File: config.mk
export PLATFORM = sky130hd
export DESIGN_NAME = mc_bus_driver
export DESIGN_NICKNAME = d
export VERILOG_FILES = /design/src/rtl/mc_bus_driver.sv
export SDC_FILE = /design/constraint.sdc
export NUM_CORES = 1
export LEC_CHECK = 0
export BUFFER_PORTS_ARGS = -buffer_cell sky130_fd_sc_hd__buf_2
export CAP_MARGIN = 20
export CELL_PAD_IN_SITES_DETAIL_PLACEMENT = 1
export CELL_PAD_IN_SITES_GLOBAL_PLACEMENT = 1
export CORE_MARGIN = 3
export CORE_UTILIZATION = 25
export DETAILED_ROUTE_END_ITERATION = 16
export PLACE_DENSITY_LB_ADDON = 0.08
export SYNTH_ARGS = -nofsm -noshare
export SYNTH_HDL_FRONTEND = slang
export SYNTH_SLANG_ARGS = --single-unit
File: constraint.sdc
create_clock -name i_clk -period 3.05 [get_ports i_clk]
set_input_delay 0.1525 -clock i_clk [delete_from_list [all_inputs] [get_ports i_clk]]
set_output_delay 0.1525 -clock i_clk [all_outputs]
set_load 0.01 [all_outputs]
File: src/rtl/mc_bus_driver.sv
// Multicast bus transmit end: sweeps router tags in CONFIG,
// then streams FIFO-buffered tagged words onto the bus in RUN.
module mc_bus_driver #(
  parameter int DATA_WIDTH = 16,
  parameter int ID_WIDTH   = 8,
  parameter int NUM_PE     = 16,
  parameter int FIFO_DEPTH = 4
) (
  input  logic                  i_clk,
  input  logic                  i_rst,
  input  logic                  i_cfg_start,
  input  logic                  i_cfg_valid,
  output logic                  o_cfg_ready,
  input  logic [ID_WIDTH-1:0]   i_cfg_id,
  output logic                  o_cfg_done,
  output logic                  o_config_state,
  output logic [NUM_PE-1:0]     o_ce,
  output logic [ID_WIDTH-1:0]   o_dest_id,
  input  logic                  i_run_stop,
  input  logic                  i_in_valid,
  output logic                  o_in_ready,
  input  logic [ID_WIDTH-1:0]   i_in_tag,
  input  logic [DATA_WIDTH-1:0] i_in_data,
  input  logic                  i_pop_hold,
  output logic [ID_WIDTH-1:0]   o_source_id,
  output logic [DATA_WIDTH-1:0] o_bus_data_out,
  output logic                  o_bus_data_valid
);

  localparam int IW = (NUM_PE > 1) ? $clog2(NUM_PE) : 1;
  localparam int AW = $clog2(FIFO_DEPTH);
  localparam int EW = ID_WIDTH + DATA_WIDTH;

  typedef enum logic [1:0] {
    S_IDLE,
    S_CONFIG,
    S_RUN
  } state_t;

  state_t r_state;
  state_t w_next;

  logic [IW-1:0]         r_idx;
  logic                  r_cfg_done;
  logic                  r_config_state;
  logic [NUM_PE-1:0]     r_ce;
  logic [ID_WIDTH-1:0]   r_dest_id;
  logic                  r_stop;
  logic [EW-1:0]         r_mem [FIFO_DEPTH];
  logic [AW:0]           r_wptr;
  logic [AW:0]           r_rptr;
  logic                  r_bus_valid;
  logic [ID_WIDTH-1:0]   r_source_id;
  logic [DATA_WIDTH-1:0] r_bus_data;

  logic          w_empty;
  logic          w_full;
  logic          w_cfg_acc;
  logic          w_cfg_last;
  logic          w_in_ready;
  logic          w_push;
  logic          w_pop;
  logic [EW-1:0] w_rd;

  // extra pointer MSB separates full from empty
  assign w_empty = (r_wptr == r_rptr);
  assign w_full  = (r_wptr[AW] != r_rptr[AW]) &&
                   (r_wptr[AW-1:0] == r_rptr[AW-1:0]);

  assign w_cfg_acc  = (r_state == S_CONFIG) && i_cfg_valid;
  assign w_cfg_last = (r_idx == IW'(NUM_PE - 1));
  assign w_in_ready = (r_state == S_RUN) && !w_full && !r_stop;
  assign w_push     = i_in_valid && w_in_ready;
  assign w_pop      = (r_state == S_RUN) && !w_empty && !i_pop_hold;
  assign w_rd       = r_mem[r_rptr[AW-1:0]];

  always_comb begin
    w_next = r_state;
    unique case (r_state)
      S_IDLE: begin
        if (i_cfg_start) w_next = S_CONFIG;
      end
      S_CONFIG: begin
        if (w_cfg_acc && w_cfg_last) w_next = S_RUN;
      end
      S_RUN: begin
        if (r_stop && w_empty && !r_bus_valid)
          w_next = S_IDLE;
      end
      default: w_next = S_IDLE;
    endcase
  end

  always_ff @(posedge i_clk) begin
    if (i_rst) r_state <= S_IDLE;
    else       r_state <= w_next;
  end

  always_ff @(posedge i_clk) begin
    if (i_rst) begin
      r_idx          <= '0;
      r_cfg_done     <= 1'b0;
      r_config_state <= 1'b0;
      r_ce           <= '0;
      r_dest_id      <= '0;
    end else begin
      if (r_state == S_IDLE && i_cfg_start)
        r_idx <= '0;
      else if (w_cfg_acc)
        r_idx <= r_idx + IW'(1);
      r_config_state <= w_cfg_acc;
      r_cfg_done     <= w_cfg_acc && w_cfg_last;
      r_ce           <= w_cfg_acc ? (NUM_PE'(1) << r_idx) : '0;
      r_dest_id      <= w_cfg_acc ? i_cfg_id : '0;
    end
  end

  always_ff @(posedge i_clk) begin
    if (i_rst)
      r_stop <= 1'b0;
    else if (r_state == S_RUN && w_next == S_IDLE)
      r_stop <= 1'b0;
    else if (r_state == S_RUN && i_run_stop)
      r_stop <= 1'b1;
  end

  always_ff @(posedge i_clk) begin
    if (w_push) r_mem[r_wptr[AW-1:0]] <= {i_in_tag, i_in_data};
  end

  always_ff @(posedge i_clk) begin
    if (i_rst) begin
      r_wptr <= '0;
      r_rptr <= '0;
    end else begin
      if (w_push) r_wptr <= r_wptr + (AW+1)'(1);
      if (w_pop)  r_rptr <= r_rptr + (AW+1)'(1);
    end
  end

  // bus fields held at zero whenever no word is presented
  always_ff @(posedge i_clk) begin
    if (i_rst) begin
      r_bus_valid <= 1'b0;
      r_source_id <= '0;
      r_bus_data  <= '0;
    end else begin
      r_bus_valid <= w_pop;
      r_source_id <= w_pop ? w_rd[EW-1:DATA_WIDTH] : '0;
      r_bus_data  <= w_pop ? w_rd[DATA_WIDTH-1:0] : '0;
    end
  end

  assign o_cfg_ready      = (r_state == S_CONFIG);
  assign o_cfg_done       = r_cfg_done;
  assign o_config_state   = r_config_state;
  assign o_ce             = r_ce;
  assign o_dest_id        = r_dest_id;
  assign o_in_ready       = w_in_ready;
  assign o_source_id      = r_source_id;
  assign o_bus_data_out   = r_bus_data;
  assign o_bus_data_valid = r_bus_valid;

endmodule

==> summary.txt <==
Placed design
  – GPL Wtd Cong: 0.670
  – Pre-CTS worst setup slack: 0.691 ns
  – IO Port Bufs: 91
  – Dpl hpwl: 7690 microns

Critical path
  – WP data required: 3.09 ns
  – Max Fanout on Critical Path: 25
  – Critical Path AT: 2.35 ns
  – Critical Path Start Type: register
  – Critical path endpoint category: register
  – Critical path class: reg -> reg

GRT
  – Vias in the first global route: 3366
  – GR Util All Layers: 10.3%
  – Antenna violations before repair: 0
  – GRT overflow: 0
  – First-pass GRT wire length: 18900 microns
  – Largest net degree at the start of global routing: 27

Floorplan
  – Die Height: 158 microns
  – Row Count: 54
  – I/O pins: 92
  – Initial Utilization: 25.9%
  – Full die area: 24900 sq um
  – Die width: 158 microns
  – Total core area: 22200 sq um

Synthesis
  – Fraction of the yosys area taken by sequential cells: 72.4%
  – Synthesized flop and latch total: 160
  – Mapped Area: 5750 sq um
  – Top post-synthesis cells by area: edfxtp_1 50%, dfxtp_1 22%, mux4_2 8.2%, nor2b_2 2.6%, ha_1 2.4%
  – Biggest area consumer among synthesized cells: edfxtp_1
  – FFs w/ async S/R, synth: 0%
  – Yosys top cell area share: 50.1%
  – Yosys cell types: 39
  – Mapped Cells: 331
  – Primary FF master, synth: edfxtp_1
  – Syn Nets: 381
  – Post-synth top cells: 96 x edfxtp_1, 64 x dfxtp_1, 25 x nor2_1
  – Post-synth EDFFs: 96
  – Count leader, synth: edfxtp_1
  – Syn Area/Cell: 17.4 sq um
  – Yosys Warn Count: 0

Clocking
  – CTS tree: done
  – Clock Tree Root: clkbuf_16
  – CTS max path bufs: 2
  – # resized after CTS: 0
  – Postcts setup bufs: 0
  – Clk pin slew, worst setup/hold paths: 0.06 ns
  – CTS Buf Count: 17
  – H-tree depth: 4
  – Clk sinks: 160
  – Clock Latency Late Sink: 0.42 ns

Route
  – Vias per Instance: 4.14
  – DRT iter0 DRCs: 126
  – DRT antenna net count: 0
  – WL/cell: 16.1 microns
  – Overall routed net length: 12100 microns
  – Pre-antenna DRT Iters: 4
  – Vias: 3129
  – DRC violations left: 0

STA
  – Least-Margin Pin Slew: 0.722 ns
  – Fmax: 435 MHz
  – Final Cycle Share: 75.4%
  – Final Skew: 0.0100 ns
  – Setup TNS Final: 0 ns
  – Final Hold Vio Count: 0
  – Fin. max-slew vios: 0
  – Slew headroom: 51.9%
  – Final Critical Period: 2.30 ns
  – RSZ-0062 raised after global routing: false
  – Final setup viols: 0
  – Final setup margin: 0.750 ns

Flow run
  – Number of max-cap violations: 0

Power
  – Pwr dens: 607 nW/um^2
  – Leak Pwr: 2.76 nW
  – VDD IR max: 0.000290 V

Finish
  – Layout cell share with drive strength beyond 1: 36.8%
  – Area growth syn-to-layout: 29.0%
  – Antenna Cells: 0
  – Fillcell total: 2295
  – Fin nets: 513

Run status
  – Status: completed

Min path
  – Worst Hold Class: in -> reg
critical path, stage by stage, from the launching register on:
cell	delay, ns
dfxtp_1	0.47
nand2b_1	0.25
a311oi_4	0.49
and2_2	0.70
cells in the final DEF, fill, tap and decap left out, types with 5 or more instances in the layout:
cell type | Yosys | final
edfxtp_1 | 96 | 96
buf_2 | 4 | 91
dfxtp_1 | 64 | 62
dlygate4sd3_1 | 0 | 32
nor2_1 | 25 | 25
mux4_2 | 21 | 21
nor2b_2 | 17 | 17
clkbuf_16 | 0 | 17
ha_1 | 11 | 11
nor2b_1 | 8 | 8
and2_1 | 12 | 8
nand2_1 | 7 | 7
inv_1 | 6 | 6
clkinv_4 | 0 | 5
final cells by class:
cell class,instances,area (sq um),area share [%]
sequential,160,4170,56.2
multi-input combinational,151,1480,20.0
timing repair buffer,127,806,10.9
clock buffer,18,429,5.79
tap,280,350,4.72
clock inverter,14,159,2.14
inverter,6,22.5,0.304
sequential cells by signal (all words and copies together), names as in the netlist:
name	cells
r_mem	96
o_bus_data_out	16
o_ce	16
o_dest_id	8
o_source_id	8
r_idx	4
r_rptr	3
r_wptr	3
r_state	2
o_bus_data_valid	1
o_cfg_done	1
o_config_state	1
r_stop	1
per-stage QoR:
| stage | instance area, sq um | hold slack, ns | power (mW) | util (%) | instances |
|---|---|---|---|---|---|
| after detailed placement | 6510 | 0.360 | 2.41 | 29.3 | 692 |
| final | 7420 | 0.0634 | 4.50 | 33.4 | 756 |
| after floorplan | 5750 | 0.251 | 2.36 | - | 331 |
| after global routing | 7420 | 0.0436 | 4.69 | 33.4 | 756 |
| after global placement | 6510 | 0.357 | 2.41 | 29.3 | 692 |
| after CTS | 7420 | 0.0277 | 4.59 | 33.4 | 756 |
report_power, final:
part / internal [mW] / leakage (nW) / switching, mW
clock network: 1.22 / 0.282 / 0.888
registers: 2.29 / 1.38 / 0.00537
logic: 0.0549 / 1.10 / 0.0445
worst paths after layout:
kind                   start           end  slack (ns)  cells after the start
setup / recovery  r_state[1]  r_mem[3][21]        0.75                      3
hold / removal    i_run_stop        r_stop        0.06                      3
setup reg to reg  r_state[1]  r_mem[3][21]        0.75                      3
hold reg to reg       r_stop    r_state[1]        0.51                      1
layer usage:
metal	up-vias	GRT usage, %	wire, microns
met5	-	0	0
met4	0	3.35	144
met3	11	3.39	526
met2	80	18.1	6170
met1	1552	11.7	5300
li1	1486	-	-
repair_timing:
item                                    CTS  global route
hold buffers                             32             0
endpoints found under the setup margin    0             0
endpoints found under the hold margin   104             0
cell families after synthesis:
| group | after synthesis | share of synthesized area, % |
|---|---|---|
| multiplexers | 26 | 9.95 |
| adder cells (fa/ha/maj) | 11 | 2.39 |
| XOR/XNOR | 8 | 1.48 |
| buffers and inverters | 20 | 1.87 |
| AND/OR/NAND/NOR | 91 | 9.34 |
| AO/OA/AOI/OAI | 15 | 2.55 |
| flip-flops | 160 | 72.4 |
(Power assumes the default switching activity.)
